[config.mk]
export PLATFORM = sky130hd
export DESIGN_NAME = rv32i_fetch_queue
export DESIGN_NICKNAME = d
export VERILOG_FILES = /design/src/rtl/rv32i_fetch_queue.sv
export SDC_FILE = /design/constraint.sdc
export NUM_CORES = 1
export LEC_CHECK = 0
export ABC_AREA = 0
export CAP_MARGIN = 20
export CORE_MARGIN = 2
export CORE_UTILIZATION = 54
export CTS_CLUSTER_SIZE = 30
export DETAILED_ROUTE_END_ITERATION = 10
export HOLD_SLACK_MARGIN = 0.12
export PLACE_DENSITY = 0.83
export SLEW_MARGIN = 20
export SYNTH_ARGS = -nofsm -noshare
export SYNTH_HDL_FRONTEND = slang
export SYNTH_SLANG_ARGS = --single-unit
[constraint.sdc]
create_clock -name clk -period 3.09 [get_ports clk]
set_input_delay 0.618 -clock clk [delete_from_list [all_inputs] [get_ports clk]]
set_output_delay 0.618 -clock clk [all_outputs]
set_load 0.01 [all_outputs]
[src/rtl/rv32i_fetch_queue.sv]
// Instruction fetch queue: issues sequential imem reads, buffers {instr, pc} pairs in a
// circular queue and hands them to decode; a redirect flushes everything and refetches.
module rv32i_fetch_queue #(
   parameter int unsigned        ADDR_W   = 32,
   parameter int unsigned        INSTR_W  = 32,
   parameter int unsigned        DEPTH    = 4,
   parameter logic [ADDR_W-1:0]  PC_INC   = ADDR_W'(1),
   parameter logic [ADDR_W-1:0]  RESET_PC = '0
) (
   input  logic                       clk,
   input  logic                       RN,
   output logic                       imem_req,
   output logic [ADDR_W-1:0]          imem_addr,
   input  logic [INSTR_W-1:0]         imem_rdata,
   input  logic                       redirect,
   input  logic [ADDR_W-1:0]          redirect_pc,
   output logic                       dec_valid,
   input  logic                       dec_ready,
   output logic [INSTR_W-1:0]         dec_instr,
   output logic [ADDR_W-1:0]          dec_pc,
   output logic [ADDR_W-1:0]          NPC,
   output logic [$clog2(DEPTH):0]     fq_count
);

   localparam int unsigned PW = $clog2(DEPTH);
   localparam int unsigned CW = PW + 1;
   localparam logic [CW:0] DepthW = (CW + 1)'(DEPTH);

   logic [ADDR_W-1:0]  fetch_pc_q, fetch_pc_d;
   logic [ADDR_W-1:0]  req_pc_q, req_pc_d;
   logic               outstanding_q, outstanding_d;
   logic [PW-1:0]      rd_ptr_q, rd_ptr_d;
   logic [PW-1:0]      wr_ptr_q, wr_ptr_d;
   logic [CW-1:0]      count_q, count_d;
   logic [INSTR_W-1:0] instr_q [DEPTH];
   logic [INSTR_W-1:0] instr_d [DEPTH];
   logic [ADDR_W-1:0]  pc_q [DEPTH];
   logic [ADDR_W-1:0]  pc_d [DEPTH];

   logic [CW:0] credit_used;
   logic        push, pop;

   // Slots already promised to an in-flight response count against capacity.
   assign credit_used = {1'b0, count_q} + (CW + 1)'(outstanding_q);
   assign imem_req    = RN & ~redirect & (credit_used < DepthW);
   assign imem_addr   = fetch_pc_q;

   assign dec_valid = (count_q != '0);
   assign dec_instr = instr_q[rd_ptr_q];
   assign dec_pc    = pc_q[rd_ptr_q];
   assign NPC       = dec_valid ? dec_pc : fetch_pc_q;
   assign fq_count  = count_q;

   assign push = outstanding_q & ~redirect;
   assign pop  = dec_valid & dec_ready & ~redirect;

   always_comb begin
      fetch_pc_d    = fetch_pc_q;
      req_pc_d      = req_pc_q;
      outstanding_d = 1'b0;
      rd_ptr_d      = rd_ptr_q;
      wr_ptr_d      = wr_ptr_q;
      count_d       = count_q;
      instr_d       = instr_q;
      pc_d          = pc_q;

      if (redirect) begin
         fetch_pc_d = redirect_pc;
         rd_ptr_d   = '0;
         wr_ptr_d   = '0;
         count_d    = '0;
      end else begin
         if (push) begin
            instr_d[wr_ptr_q] = imem_rdata;
            pc_d[wr_ptr_q]    = req_pc_q;
            wr_ptr_d          = wr_ptr_q + PW'(1);
         end
         if (pop) begin
            rd_ptr_d = rd_ptr_q + PW'(1);
         end
         unique case ({push, pop})
            2'b10:   count_d = count_q + CW'(1);
            2'b01:   count_d = count_q - CW'(1);
            default: count_d = count_q;
         endcase
         if (imem_req) begin
            outstanding_d = 1'b1;
            req_pc_d      = fetch_pc_q;
            fetch_pc_d    = fetch_pc_q + PC_INC;
         end
      end
   end

   always_ff @(posedge clk) begin
      if (!RN) begin
         fetch_pc_q    <= RESET_PC;
         req_pc_q      <= RESET_PC;
         outstanding_q <= 1'b0;
         rd_ptr_q      <= '0;
         wr_ptr_q      <= '0;
         count_q       <= '0;
      end else begin
         fetch_pc_q    <= fetch_pc_d;
         req_pc_q      <= req_pc_d;
         outstanding_q <= outstanding_d;
         rd_ptr_q      <= rd_ptr_d;
         wr_ptr_q      <= wr_ptr_d;
         count_q       <= count_d;
      end
   end

   // Payload storage needs no reset; occupancy alone decides what is visible.
   always_ff @(posedge clk) begin
      instr_q <= instr_d;
      pc_q    <= pc_d;
   end

endmodule

==> metrics.md <==
| Metric | Value |
|---|---|
| Run status | `completed` |
| TritonCTS clock tree | `done` |
| Effective utilization at floorplan | `55.4%` |
| Remaining antenna violation count after routing | `0` |
| Proportion of layout cells with a drive suffix above 1 | `19.4%` |
| Post-synthesis share of cell area spent on xor and xnor gates | `1.00%` |
| Antenna diode count | `0` |
| Final count of negative-setup-slack endpoints | `0` |
| Final worst path period need | `3030 ps` |
| Sequential share of the synthesized area | `69.7%` |
| Worst-path clk slew | `60 ps` |
| Critical Path Source Type | `flop` |
| Wire length of the first global-routing pass | `47,800 um` |
| Post-synthesis cell type count | `54` |
| Clock latency reported for the late side of the worst-skew pair | `550 ps` |
| Post-synthesis register bit count | `328` |
| Lkg Pwr | `0.00582 uW` |
| Detailed-router iteration count before antenna repair | `5` |
| Max-slew violation count | `0` |
| Transition at the pin with the smallest max-transition slack | `632 ps` |
| GPL Wtd Cong | `0.834` |
| Cell type contributing the most total cell area after synthesis | `sky130_fd_sc_hd__edfxtp_1` |
| Post-layout total power | `9110 uW` |
| Fillcell total | `1,548` |
| Worst-case vdd ir drop | `0.507 mV` |
| Primary FF master, synth | `sky130_fd_sc_hd__edfxtp_1` |
| Number of warnings issued by yosys | `0` |
| Total CTS buffers | `30` |
| Async set-or-reset flop fraction in the synthesized netlist | `0%` |
| Floorplan die height | `160 um` |
| Total cell area at the placement stage | `15,600 um2` |
| CTS Root Buffer Type | `sky130_fd_sc_hd__clkbuf_16` |
| Number of nets in the finished design | `1,114` |
| DRC viols | `0` |
| Placeable core region | `23,600 um2` |
| Most common cell after layout, fill and taps aside | `sky130_fd_sc_hd__edfxtp_1` |
| Final design area excluding fillers | `16,800 um2` |
| Via Count | `8,024` |
| Fraction of the mapped netlist area in adder cells | `0.727%` |
| Count of clock tree sinks | `328` |
| Ranking of synthesized cells by area | `sky130_fd_sc_hd__edfxtp_1 59%, sky130_fd_sc_hd__dfxtp_1 11%, sky130_fd_sc_hd__mux4_2 11%, sky130_fd_sc_hd__nand2_1 2.8%, sky130_fd_sc_hd__mux2_2 2.8%` |
| Via-to-Cell Ratio | `5.81` |
| Post-Synth Simple-Gate Area | `6.85%` |
| EDFF count, synth | `256` |
| Slew margin rel. | `57.9%` |
| Max-cap violation count | `0` |
| DIE AREA | `25,500 um2` |
| Final Hold Violating Endpoints | `0` |
| H-tree depth reported by CTS | `1` |
| Highest-count cells in the layout ignoring fill and taps | `256 x sky130_fd_sc_hd__edfxtp_1, 163 x sky130_fd_sc_hd__clkdlybuf4s50_1, 98 x sky130_fd_sc_hd__nand2_1` |
| Worst path required time | `2470 ps` |
| Die width | `160 um` |
| Count of buffers from port buffering | `200` |
| Post-Syn Instances | `815` |
| Arrival time at the worst endpoint | `2410 ps` |
| Wire per inst | `22.2 um` |
| Mean Syn Cell Area | `16.1 um2` |
| Half-perimeter wire length of the detailed placement result | `19,000 um` |
| Initial DRC Count | `742` |
| Number of buffers inserted for hold repair after clock tree synthesis | `0` |
| Rows | `56` |
| Final worst-path cycle share | `98.1%` |
| Largest buffer count on any clock path | `3` |
| Type of the tightest min-delay check | `flop to flop` |
| Critical Path Fanout Max | `9` |
| Number of global-route vias before repair | `8,374` |
| Total nets after synthesis | `890` |
| Multiplexer fraction of the synthesized cell area | `14.1%` |
| Synthesized cell area | `13,100 um2` |
| Number of antenna violations at the first check in global routing | `0` |
| Highest attainable clock frequency | `330 MHz` |
| Global routing usage summed across all routing layers | `24.1%` |
| Combinational family with the most area after synthesis | `multiplexers` |
| Crit. End Element | `primary output` |
| Compound-cell area share of the yosys netlist | `5.22%` |
| Number of placed I/O pins | `201` |
| Area share of the leading cell type in the synthesized netlist | `58.7%` |
| Area added between synthesis and finish | `28.3%` |
| GRT overflow | `0` |
| Post-route clock skew | `10.4 ps` |
| Overall routed net length | `30,700 um` |
| Largest net degree at the start of global routing | `59` |
| Power density over the cells | `542 nW/um2` |
| Critical path type | `flop to primary output` |
## metal layers
metal  routed length (um)  global-route usage, %  vias up
met5                    0                      0        -
met4                  694                   6.20        0
met3                 1760                   3.64       44
met2                16100                   43.0      284
met1                12200                   31.2     4082
li1                     -                      -     3614
## timing repair
| item | CTS | global route |
|---|---|---|
| buffers inserted | 6 | 4 |
| cloned | 4 | 1 |
| gates resized for setup | 41 | 3 |
| setup endpoints to repair | 49 | 23 |
## final cells by class
cell class                 count  area [um2]  area share (%)
multi-input combinational    423        3670            21.9
timing repair buffer         242        2520            15.0
clock inverter                10        60.1           0.358
clock buffer                  46         943            5.62
sequential                   328        9140            54.4
tap                          319         399            2.38
inverter                      14        57.6           0.343
## kinds of logic after synthesis
group	count (synthesis)
AO/OA/AOI/OAI	111
XOR/XNOR	15
adder cells (fa/ha/maj)	7
buffers and inverters	64
flip-flops	328
multiplexers	100
AND/OR/NAND/NOR	190
## cell usage after synthesis (3+ instances only)
cell type and instances:
sky130_fd_sc_hd__edfxtp_1 256, sky130_fd_sc_hd__nand2_1 98, sky130_fd_sc_hd__dfxtp_1 72, sky130_fd_sc_hd__mux4_2 64
sky130_fd_sc_hd__a21oi_1 55, sky130_fd_sc_hd__mux2_2 32, sky130_fd_sc_hd__clkbuf_1 28, sky130_fd_sc_hd__nor2_1 20
sky130_fd_sc_hd__nand3_1 17, sky130_fd_sc_hd__inv_1 13, sky130_fd_sc_hd__nor3_1 13, sky130_fd_sc_hd__xnor2_1 12
sky130_fd_sc_hd__buf_2 11, sky130_fd_sc_hd__o22ai_1 10, sky130_fd_sc_hd__o21ai_0 8, sky130_fd_sc_hd__a2bb2oi_1 7
sky130_fd_sc_hd__and2_1 7, sky130_fd_sc_hd__and3_1 6, sky130_fd_sc_hd__buf_4 6, sky130_fd_sc_hd__ha_1 6
sky130_fd_sc_hd__and4_1 5, sky130_fd_sc_hd__nand4_1 5, sky130_fd_sc_hd__nor4_1 5, sky130_fd_sc_hd__or3_1 5
sky130_fd_sc_hd__a21o_1 4, sky130_fd_sc_hd__o311ai_1 4, sky130_fd_sc_hd__a22oi_1 3, sky130_fd_sc_hd__a31oi_1 3
sky130_fd_sc_hd__buf_6 3, sky130_fd_sc_hd__o211ai_1 3, sky130_fd_sc_hd__o31a_1 3, sky130_fd_sc_hd__xor2_1 3
## stage by stage
stage,util (%),hold WS [ps],cells,TNS [ps],setup WS [ps]
3_5_place_dp,65.9,494,1311,0,120
6_report,71.1,499,1382,0,58.6
2_1_floorplan,-,460,815,0,190
3_3_place_gp,65.9,475,1311,0,183
5_1_grt,71.1,525,1382,-2.25,-2.25
4_1_cts,70.8,503,1377,0,1.41
## sequential cells by signal (all words and copies together) (netlist names)
register and count:
rd_ptr_q 2, req_pc_q 32, instr_q 128, wr_ptr_q 2, pc_q 128, imem_addr 32
outstanding_q 1, fq_count 3
## worst max-delay path, cell delays in order, from the launching register on
cell                              delay [ps]
sky130_fd_sc_hd__dfxtp_4                 380
sky130_fd_sc_hd__buf_12                  120
sky130_fd_sc_hd__buf_16                  130
sky130_fd_sc_hd__buf_4                   190
sky130_fd_sc_hd__mux4_2                  520
sky130_fd_sc_hd__clkdlybuf4s50_1         510
## report_power, final
part	leakage (uW)	internal, uW	switching, uW
sequential	0.00311	4800	91.1
combinational	0.00222	301	256
clock	0.000491	2100	1550
total	0.00582	7200	1900
## final timing paths
check                      from       endpoint  slack [ps]  depth (start not counted)
hold reg to reg    req_pc_q[27]   req_pc_q[27]         500                          2
setup / recovery    rd_ptr_q[0]  dec_instr[17]          60                          5
hold / removal     req_pc_q[27]   req_pc_q[27]         500                          2
setup reg to reg  outstanding_q  imem_addr[13]         650                          6
No activity file was read; power rests on OpenSTA's default activity.
